===== config.mk =====
export PLATFORM = sky130hd
export DESIGN_NAME = quad_encoder_multi_flat
export DESIGN_NICKNAME = d
export VERILOG_FILES = /design/src/rtl/quad_encoder_multi_if.sv /design/src/rtl/quad_encoder_multi.sv /design/src/flat_wrapper.sv
export SDC_FILE = /design/constraint.sdc
export NUM_CORES = 1
export LEC_CHECK = 0
export ABC_CLOCK_PERIOD_IN_PS = 11450
export CORE_MARGIN = 2
export CORE_UTILIZATION = 35
export DETAILED_ROUTE_END_ITERATION = 8
export PLACE_DENSITY = 0.5
export SYNTH_ARGS = -nofsm -noshare
export SYNTH_HDL_FRONTEND = slang
export SYNTH_SLANG_ARGS = --single-unit

===== constraint.sdc =====
create_clock -name clk -period 11.45 [get_ports clk]
set_input_delay 3.435 -clock clk [delete_from_list [all_inputs] [get_ports clk]]
set_output_delay 3.435 -clock clk [all_outputs]
set_load 0.02 [all_outputs]

===== src/rtl/quad_encoder_multi_if.sv =====
// rtl/quad_encoder_multi_if.sv - encoder pins, clear strobes and odometry outputs (enc_z only with QENC_INDEX_EN)
interface quad_encoder_multi_if #(
    parameter int N_CH  = 2,
    parameter int POS_W = 32,
    parameter int SPD_W = 16
);
    logic [N_CH-1:0]       enc_a;
    logic [N_CH-1:0]       enc_b;
`ifdef QENC_INDEX_EN
    logic [N_CH-1:0]       enc_z;
`endif
    logic                  pos_clr;
    logic                  err_clr;
    logic [N_CH*POS_W-1:0] position;
    logic [N_CH*SPD_W-1:0] speed;
    logic                  speed_valid;
    logic [N_CH-1:0]       direction;
    logic [N_CH-1:0]       err;

`ifdef QENC_INDEX_EN
    modport master (output enc_a, enc_b, enc_z, pos_clr, err_clr,
                    input  position, speed, speed_valid, direction, err);
    modport slave  (input  enc_a, enc_b, enc_z, pos_clr, err_clr,
                    output position, speed, speed_valid, direction, err);
`else
    modport master (output enc_a, enc_b, pos_clr, err_clr,
                    input  position, speed, speed_valid, direction, err);
    modport slave  (input  enc_a, enc_b, pos_clr, err_clr,
                    output position, speed, speed_valid, direction, err);
`endif
endinterface


===== src/rtl/quad_encoder_multi.sv =====
// rtl/quad_encoder_multi.sv - N-channel x4 quadrature decoder with position, windowed speed, direction, err; index clear under QENC_INDEX_EN
module quad_encoder_multi #(
    parameter int N_CH       = 2,
    parameter int POS_W      = 32,
    parameter int SPD_W      = 16,
    parameter int WINDOW_CYC = 1250000,
    parameter int FILT_LEN   = 4
) (
    input  logic                 clk,
    input  logic                 reset,
    quad_encoder_multi_if.slave  bus
);
    localparam int WC_W = (WINDOW_CYC > 1) ? $clog2(WINDOW_CYC) : 1;
    localparam logic [WC_W-1:0] WC_LAST = WC_W'(WINDOW_CYC - 1);
    localparam int FC_W = $clog2(FILT_LEN + 1);
    localparam logic [FC_W-1:0] FC_FULL = FC_W'(FILT_LEN);
    localparam logic signed [SPD_W-1:0] SPD_MAX = {1'b0, {(SPD_W-1){1'b1}}};
    localparam logic signed [SPD_W-1:0] SPD_MIN = {1'b1, {(SPD_W-1){1'b0}}};

    // Next {A,B} state when rotating forward (A leads B): 00->10->11->01->00
    function automatic logic [1:0] fwd_next(input logic [1:0] s);
        case (s)
            2'b00:   fwd_next = 2'b10;
            2'b10:   fwd_next = 2'b11;
            2'b11:   fwd_next = 2'b01;
            default: fwd_next = 2'b00;
        endcase
    endfunction

    logic [WC_W-1:0] wcnt;
    logic            win_end;
    logic            sv_q;

    wire [N_CH*POS_W-1:0] pos_flat;
    wire [N_CH*SPD_W-1:0] spd_flat;
    wire [N_CH-1:0]       dir_flat;
    wire [N_CH-1:0]       err_flat;

    assign win_end         = (wcnt == WC_LAST);
    assign bus.position    = pos_flat;
    assign bus.speed       = spd_flat;
    assign bus.speed_valid = sv_q;
    assign bus.direction   = dir_flat;
    assign bus.err         = err_flat;

    // Shared speed window: all channels latch their speed on the same terminal count
    always_ff @(posedge clk or negedge reset) begin
        if (!reset) begin
            wcnt <= '0;
            sv_q <= 1'b0;
        end else begin
            sv_q <= win_end;
            wcnt <= win_end ? '0 : wcnt + WC_W'(1);
        end
    end

    for (genvar i = 0; i < N_CH; i++) begin : g_ch
        logic [1:0]              s1, s2, cand, ab, prev;
        logic [FC_W-1:0]         cnt, cnt_next;
        logic                    stable, init, chg;
        logic                    up, dn, bad, idx, clr;
        logic [POS_W-1:0]        pos_q;
        logic signed [SPD_W-1:0] acc, acc_sum, spd_q;
        logic                    dir_q, err_q;

        // cnt = number of consecutive identical synchronised samples, saturating at FILT_LEN
        assign cnt_next = (s2 != cand) ? FC_W'(1) :
                          ((cnt == FC_FULL) ? cnt : cnt + FC_W'(1));
        assign stable   = (cnt_next == FC_FULL);

        // Synchroniser and glitch filter; the first stable state only seeds the reference
        always_ff @(posedge clk or negedge reset) begin
            if (!reset) begin
                s1   <= 2'b00;
                s2   <= 2'b00;
                cand <= 2'b00;
                cnt  <= '0;
                ab   <= 2'b00;
                prev <= 2'b00;
                init <= 1'b0;
                chg  <= 1'b0;
            end else begin
                s1   <= {bus.enc_a[i], bus.enc_b[i]};
                s2   <= s1;
                cand <= s2;
                cnt  <= cnt_next;
                chg  <= 1'b0;
                if (stable) begin
                    if (!init) begin
                        init <= 1'b1;
                        ab   <= s2;
                        prev <= s2;
                    end else if (s2 != ab) begin
                        ab   <= s2;
                        prev <= ab;
                        chg  <= 1'b1;
                    end
                end
            end
        end

        // A change that is neither one step forward nor back flipped both bits
        assign up  = chg && (ab == fwd_next(prev));
        assign dn  = chg && (prev == fwd_next(ab));
        assign bad = chg && !up && !dn;

`ifdef QENC_INDEX_EN
        logic            z1, z2, zcand, zf, zprev;
        logic [FC_W-1:0] zcnt, zcnt_next;

        assign zcnt_next = (z2 != zcand) ? FC_W'(1) :
                           ((zcnt == FC_FULL) ? zcnt : zcnt + FC_W'(1));

        // Index input gets the same synchroniser and filter as A/B
        always_ff @(posedge clk or negedge reset) begin
            if (!reset) begin
                z1    <= 1'b0;
                z2    <= 1'b0;
                zcand <= 1'b0;
                zcnt  <= '0;
                zf    <= 1'b0;
                zprev <= 1'b0;
            end else begin
                z1    <= bus.enc_z[i];
                z2    <= z1;
                zcand <= z2;
                zcnt  <= zcnt_next;
                zprev <= zf;
                if (zcnt_next == FC_FULL) zf <= z2;
            end
        end

        assign idx = zf && !zprev && (ab == 2'b00);
`else
        assign idx = 1'b0;
`endif

        assign clr = bus.pos_clr || idx;

        // Position, direction and sticky error; clears beat a same-cycle step
        always_ff @(posedge clk or negedge reset) begin
            if (!reset) begin
                pos_q <= '0;
                dir_q <= 1'b0;
                err_q <= 1'b0;
            end else begin
                if (clr)     pos_q <= '0;
                else if (up) pos_q <= pos_q + POS_W'(1);
                else if (dn) pos_q <= pos_q - POS_W'(1);
                if (up)      dir_q <= 1'b1;
                else if (dn) dir_q <= 1'b0;
                if (bad)              err_q <= 1'b1;
                else if (bus.err_clr) err_q <= 1'b0;
            end
        end

        // Saturating window accumulator including this cycle's step
        always_comb begin
            acc_sum = acc;
            if (up && (acc != SPD_MAX))      acc_sum = acc + SPD_W'(1);
            else if (dn && (acc != SPD_MIN)) acc_sum = acc - SPD_W'(1);
        end

        // Hand the window total to speed at terminal count and restart from zero
        always_ff @(posedge clk or negedge reset) begin
            if (!reset) begin
                acc   <= '0;
                spd_q <= '0;
            end else if (win_end) begin
                spd_q <= acc_sum;
                acc   <= '0;
            end else begin
                acc   <= acc_sum;
            end
        end

        assign pos_flat[i*POS_W +: POS_W] = pos_q;
        assign spd_flat[i*SPD_W +: SPD_W] = spd_q;
        assign dir_flat[i]                = dir_q;
        assign err_flat[i]                = err_q;
    end
endmodule


===== src/flat_wrapper.sv =====
// flat-port wrapper written by rule: the top's interface ports become plain ports
module quad_encoder_multi_flat 
#(
    parameter int N_CH       = 2,
    parameter int POS_W      = 32,
    parameter int SPD_W      = 16,
    parameter int WINDOW_CYC = 1250000,
    parameter int FILT_LEN   = 4
)
  (clk, reset, bus_enc_a, bus_enc_b, bus_pos_clr, bus_err_clr, bus_position, bus_speed, bus_speed_valid, bus_direction, bus_err);
  quad_encoder_multi_if #(.N_CH(N_CH), .POS_W(POS_W), .SPD_W(SPD_W)) bus_i ();
  input  logic clk;
  input  logic reset;
  input wire logic [$bits(bus_i.enc_a)-1:0] bus_enc_a;
  input wire logic [$bits(bus_i.enc_b)-1:0] bus_enc_b;
  input wire logic [$bits(bus_i.pos_clr)-1:0] bus_pos_clr;
  input wire logic [$bits(bus_i.err_clr)-1:0] bus_err_clr;
  output wire logic [$bits(bus_i.position)-1:0] bus_position;
  output wire logic [$bits(bus_i.speed)-1:0] bus_speed;
  output wire logic [$bits(bus_i.speed_valid)-1:0] bus_speed_valid;
  output wire logic [$bits(bus_i.direction)-1:0] bus_direction;
  output wire logic [$bits(bus_i.err)-1:0] bus_err;
  assign bus_i.enc_a = bus_enc_a;
  assign bus_i.enc_b = bus_enc_b;
  assign bus_i.pos_clr = bus_pos_clr;
  assign bus_i.err_clr = bus_err_clr;
  assign bus_position = bus_i.position;
  assign bus_speed = bus_i.speed;
  assign bus_speed_valid = bus_i.speed_valid;
  assign bus_direction = bus_i.direction;
  assign bus_err = bus_i.err;
  quad_encoder_multi #(.N_CH(N_CH), .POS_W(POS_W), .SPD_W(SPD_W), .WINDOW_CYC(WINDOW_CYC), .FILT_LEN(FILT_LEN)) u_core (.clk(clk), .reset(reset), .bus(bus_i));
endmodule

* After elaboration in Yosys (flattened, before gate mapping) *
Index checks and enable logic that the tools add are counted.

cells by class
  muxes and demuxes = 42
  $add $sub $neg = 11
  reductions and logical operators = 28
  equality and inequality tests = 27

operators with widths
  cell                                                                   count
  32-bit 2-to-1 mux                                                      6
  16-bit 2-to-1 mux                                                      6
  32-bit by 1-bit adder with 32-bit output (second input constant)       2
  16-bit != test (second input constant)                                 4
  32-bit by 1-bit subtractor with 32-bit output (second input constant)  2
  16-bit by 2-bit adder with 16-bit output (second input constant)       2
  16-bit by 2-bit subtractor with 16-bit output (second input constant)  2
  2-bit one-hot mux with 3 select lines                                  4
  21-bit by 1-bit adder with 21-bit output (second input constant)       1
  21-bit == test (second input constant)                                 1
  21-bit 2-to-1 mux                                                      1
  2-bit == test (second input constant)                                  8
  2-bit 2-to-1 mux                                                       8
  1-bit 2-to-1 mux                                                       13
  3-bit == test (second input constant)                                  4
  1-bit logical AND                                                      12
  3-bit 2-to-1 mux                                                       4
  2-bit == test                                                          4
  2-bit logical NOT                                                      4
  2-bit != test                                                          4
  2-bit nonzero test                                                     4
  3-bit by 1-bit adder with 3-bit output (second input constant)         2
  3-bit nonzero test                                                     2
  1-bit logical NOT                                                      4
  other kinds (2)                                                        4

storage, ports and cells
  register bits = 184
  input port bits = 8
  output and inout port bits = 101
  word-level logic and storage cells = 136

* Longest topological paths before layout *
  depth after elaboration = 8
  mapped depth = 15
  gate-level depth less buffers = 14

* Worst setup path before layout *
Ideal clock, no wire load.

  kind = input -> register
  from = input bus_pos_clr
  to = register u_core.g_ch[1].pos_q[24]
  setup slack = 7.146 ns
  cell stages on the path = 4
  setup time = 0.125 ns
  required time = 11.325 ns
  buffers on the path = 2
  arrival time = 4.179 ns
  path through = clkbuf_1 > clkbuf_1 > nand3b_1 > nand3_1

on the way
  longest elaborated chain between the ends = 1
  elaborated cells on any way between the ends = 2
  those cells by class = 1 x mux; 1 x reduce/logical

RTL lines
  item                                                                      line                       text
  start, declared                                                           flat_wrapper.sv:16         input wire logic [$bits(bus_i.pos_clr)-1:0] bus_pos_clr;
  3-bit nonzero test (no source line) or 32-bit 2-to-1 mux (tied branches)  -
  end signal, assigned                                                      quad_encoder_multi.sv:148  else if (up) pos_q <= pos_q + POS_W'(1);
  end signal, assigned                                                      quad_encoder_multi.sv:149  else if (dn) pos_q <= pos_q - POS_W'(1);
  end, declared                                                             quad_encoder_multi.sv:62   logic [POS_W-1:0] pos_q;

Several ways; a longest one is shown, not always the timed one.
A chain may end at the register's enable or synchronous reset.

* Worst setup path after layout *
  from = register u_core.g_ch[0].pos_q[29]
  to = output bus_position[29]

RTL lines
  item                    line                       text
  start, declared         quad_encoder_multi.sv:62
  start signal, assigned  quad_encoder_multi.sv:148
  start signal, assigned  quad_encoder_multi.sv:149
  end, declared           flat_wrapper.sv:18         output wire logic [$bits(bus_i.position)-1:0] bus_position;

No word-level cell between the ends.

==> summary by stage <==
Detailed routing
The first TritonRoute pass finished after 5 iterations. The detailed router finished its first iteration with roughly 440 violations. Once detail routing completed, the nets flagged for antenna violations numbered 0. The final route contains around 9000 vias. For this run, design rule violations remaining after detail routing come to 0. The mean routed wirelength per cell is 15.1 µm. The routed design has 27500 µm of wire. Using the TritonRoute via totals, the vias-per-cell ratio works out to 5.08.

Logic synthesis
The most area-hungry cell type in the Yosys netlist is dfrtp_1. After synthesis, the share of flip-flops with an asynchronous set or reset is 100%. The proportion of netlist area held by the largest area contributor is between 30% and 40%.

The leading register cell type out of synthesis is dfrtp_1. Yosys instantiated no cell more often than nand2_1. The number of different library cells in the post-synthesis netlist is between 80 and 90. The part of the Yosys area used for sequential elements is between 30% and 40%.

The average footprint of a synthesized cell is around 9.0 µm². Synthesis produced approximately 1300 cells. After synthesis the cells add up to around 12000 µm².

The combinational family with the most area after synthesis is simple AND/OR/NAND/NOR gates. The number of enable-type register cells in the synthesized netlist is 0. Ranked by total cell area, the synthesized netlist is headed by dfrtp_1 (40%), ha_1 (9.2%), nand2_1 (6.1%). By count the netlist is led by nand2_1 (186), dfrtp_1 (184), a21oi_1 (115).

The simple-gate portion of the synthesized area is 20.0%. The parity-gate share of the synthesized area counting xor and xnor cells is a little over 8%. The adder-cell share of the synthesized area is 9.57%. Synthesis inferred around 180 register bits. When the netlist entered floorplanning its net count stood at around 1400. Of the post-synthesis cell area, the part taken by muxes is between 1 and 1.5%. The area fraction in compound gates after synthesis is between 15 and 20%. The count of synthesis-stage warnings from yosys is 0.

Power
The leakage dissipation is 6.23 nW. The internal power summed over all cells is between 1 and 1.5 mW. Summed over all nets, the switching power comes to approximately 0.47 mW. The clock network burns between 30% and 40% of the power.

The overall power is around 1.6 mW. In this run, the combinational gates consume about 17% of the power. Sequential cells account for between 40% and 50% of the total power.

Of the total power, the share spent switching nets is approximately 29%. The worst-case IR drop observed on VDD is between 100 and 150 µV. Dividing total power by cell area gives a power density of roughly 120 nW/µm².

Layout
The number of fill cells in the layout is 3280. The final layout contains between 1000 and 1500 nets. The count of antenna diodes in the layout is 0. The sequential standard cell area is roughly 4600 µm². The area growth from synthesis to layout is 18.1%. The cell area after layout is 13600 µm². The multi-input combinational cell area is approximately 6600 µm². Cells with a size suffix above 1 make up under 10% of the layout.

Clocking
The number of setup buffers added after CTS is 0. At the later pin of the worst-skew pair, clock insertion delay measures ~0.44 ns. The clock passes through at most 2 buffers. The number of CTS-inserted buffers is 17. The root buffer cell is clkbuf_16.

The H-tree depth reported by CTS is 4. The TritonCTS sink count is 184. TritonCTS built the clock tree. Clock-pin slew was measured on the worst setup and hold paths at approximately 0.070 ns. For this design, the CTS-stage hold fixing added 0 buffers. After clock tree synthesis, the repair step resized 0 gates.

Run
Across the run, the number of max-cap violations was 0.

Floorplanning
In this run the horizontal extent of the chip is 186 µm. The floorplan die area is 34400 µm². ~110 I/O pins were placed. The core area is between 30000 and 40000 µm².

Once the floorplan was initialized, standard cells occupied a little over a third of the core. The floorplan row count is 66. The vertical die dimension is 186 µm.

STA
Setup repair after global routing left no endpoint under its margin. For the pin with the worst max-slew slack, the measured transition is approximately 0.93 ns. The number of failing hold endpoints at the final stage is 0. Measured against its own limit, the worst slew margin works out to between 30 and 40%.

The fmax is roughly 200 MHz. The clock period could shrink to between 4 and 5 ns. Final hold analysis gives a worst-case slack of around 0.35 ns. For the final routed database, the setup TNS stands at 0 ns. The setup-violating endpoint count in the final report is 0.

For the final database, setup skew stands at between 0.01 and 0.015 ns. The worst setup margin is around 6.5 ns. After layout, the worst path uses a little over two fifths of the clock period.

The count of pins over their slew limit is 0.

Critical path
Grouping stages by cell kind, the critical path spends the most delay in buffers and inverters. The number of buffers and inverters on the critical path is 1. The type of origin of the critical path is a flop. For the worst setup path, the data arrival time is ~1.6 ns. The type of the worst setup path is reg -> out.

The worst stage delay on the critical path is about 0.65 ns. The endpoint kind of the worst setup timing path is an output port. The slowest stage of the critical path is the clkdlybuf4s50_1 cell. Along the worst path, the maximum fanout reaches 3. The required time at the endpoint of the critical path is around 8 ns. Traced cell by cell, the critical path runs through clkdlybuf4s50_1.

Placement
The final weighted congestion in routability-driven placement is about 0.82. Port buffering added ~110 buffers. Prior to clock tree synthesis, the placed netlist has a worst setup slack of 6.19 ns. The sum of net half-perimeters after detailed placement is around 19000 µm. The area of placed instances is approximately 13000 µm².

GRT
The largest net degree at the start of global routing is 111. The number of global-route vias before repair is ~9000. The initial antenna violation count is 0. After global routing the overflow that remains totals 0.

The first-pass GRT wire length is 46300 µm. The combined global-route utilization of all metal layers is 16.6%.

Status
The run finished with clean final reports.

Worst hold path
The min-delay analysis places its worst path in the category reg -> reg.
## power groups by stage
stage,Sequential [mW],Clock (mW),Combinational (mW)
global placement,0.747,0,0.286
global route,0.741,0.671,0.325
detailed placement,0.746,0,0.289
finish,0.735,0.624,0.287
CTS,0.734,0.649,0.290
floorplan,0.736,0,0.229
## final cells by class
type | instances | area share (%)
sequential | 184 | 33.8
clock inverter | 11 | 1.09
tap | 442 | 4.06
inverter | 31 | 0.854
multi-input combinational | 1013 | 48.4
timing repair buffer | 118 | 8.48
clock buffer | 20 | 3.35
## cell usage in the layout, fill, tap and decap left out, types with 13 or more instances in the layout
| master | n |
|---|---|
| ha_1 | 85 |
| and3_1 | 17 |
| dfrtp_1 | 184 |
| o21ai_0 | 65 |
| xor2_1 | 51 |
| inv_1 | 31 |
| a21o_1 | 35 |
| a211oi_1 | 13 |
| clkbuf_16 | 17 |
| a31oi_1 | 16 |
| nor2_1 | 110 |
| nand4_1 | 20 |
| xnor2_1 | 58 |
| clkdlybuf4s50_1 | 106 |
| nor3_1 | 20 |
| nand2_1 | 186 |
| nand3_1 | 32 |
| a21oi_1 | 115 |
## flip-flops by register name, indices dropped and copies added, names as in the netlist, 6 cells and up
register           count
u_core.wcnt           21
u_core.g_ch.pos_q     64
u_core.g_ch.spd_q     32
u_core.g_ch.acc       32
u_core.g_ch.cnt        6
## per-layer routing
| metal | GRT usage [%] | wire length, µm | vias to the layer above |
|---|---|---|---|
| li1 | - | - | 4714 |
| met1 | 23.5 | 14100 | 4393 |
| met2 | 26.6 | 12300 | 115 |
| met3 | 2.48 | 696 | 22 |
| met4 | 4.28 | 308 | 0 |
| met5 | 0 | 0 | - |
## final timing paths
path                            cells past startpoint                startpoint                       end  slack, ns
worst max-delay path                                1  u_core.g_ch[0].pos_q[29]          bus_position[29]       6.46
worst min-delay path                                0      u_core.g_ch[1].s1[0]      u_core.g_ch[1].s2[0]       0.35
worst max register to register                     15      u_core.g_ch[0].ab[1]  u_core.g_ch[0].pos_q[31]       7.39
worst min register to register                      0      u_core.g_ch[1].s1[0]      u_core.g_ch[1].s2[0]       0.35
max in group asynchronous                           2                     reset     u_core.g_ch[1].acc[0]       6.83
min in group asynchronous                           1                     reset  u_core.g_ch[1].pos_q[15]       3.13
## logic make-up after synthesis
family          Yosys count
compound gates          333
xor+xnor                109
fa+ha+maj                87
buf+inv                  82
flops                   184
mux                      11
simple gates            473
## through the flow
step,util [%],instances
after floorplan,-,1279
after global placement,40.0,1788
after detailed placement,40.0,1788
after CTS,41.9,1819
after global routing,41.9,1819
final,41.9,1819
No activity file was read; power rests on OpenSTA's default activity.
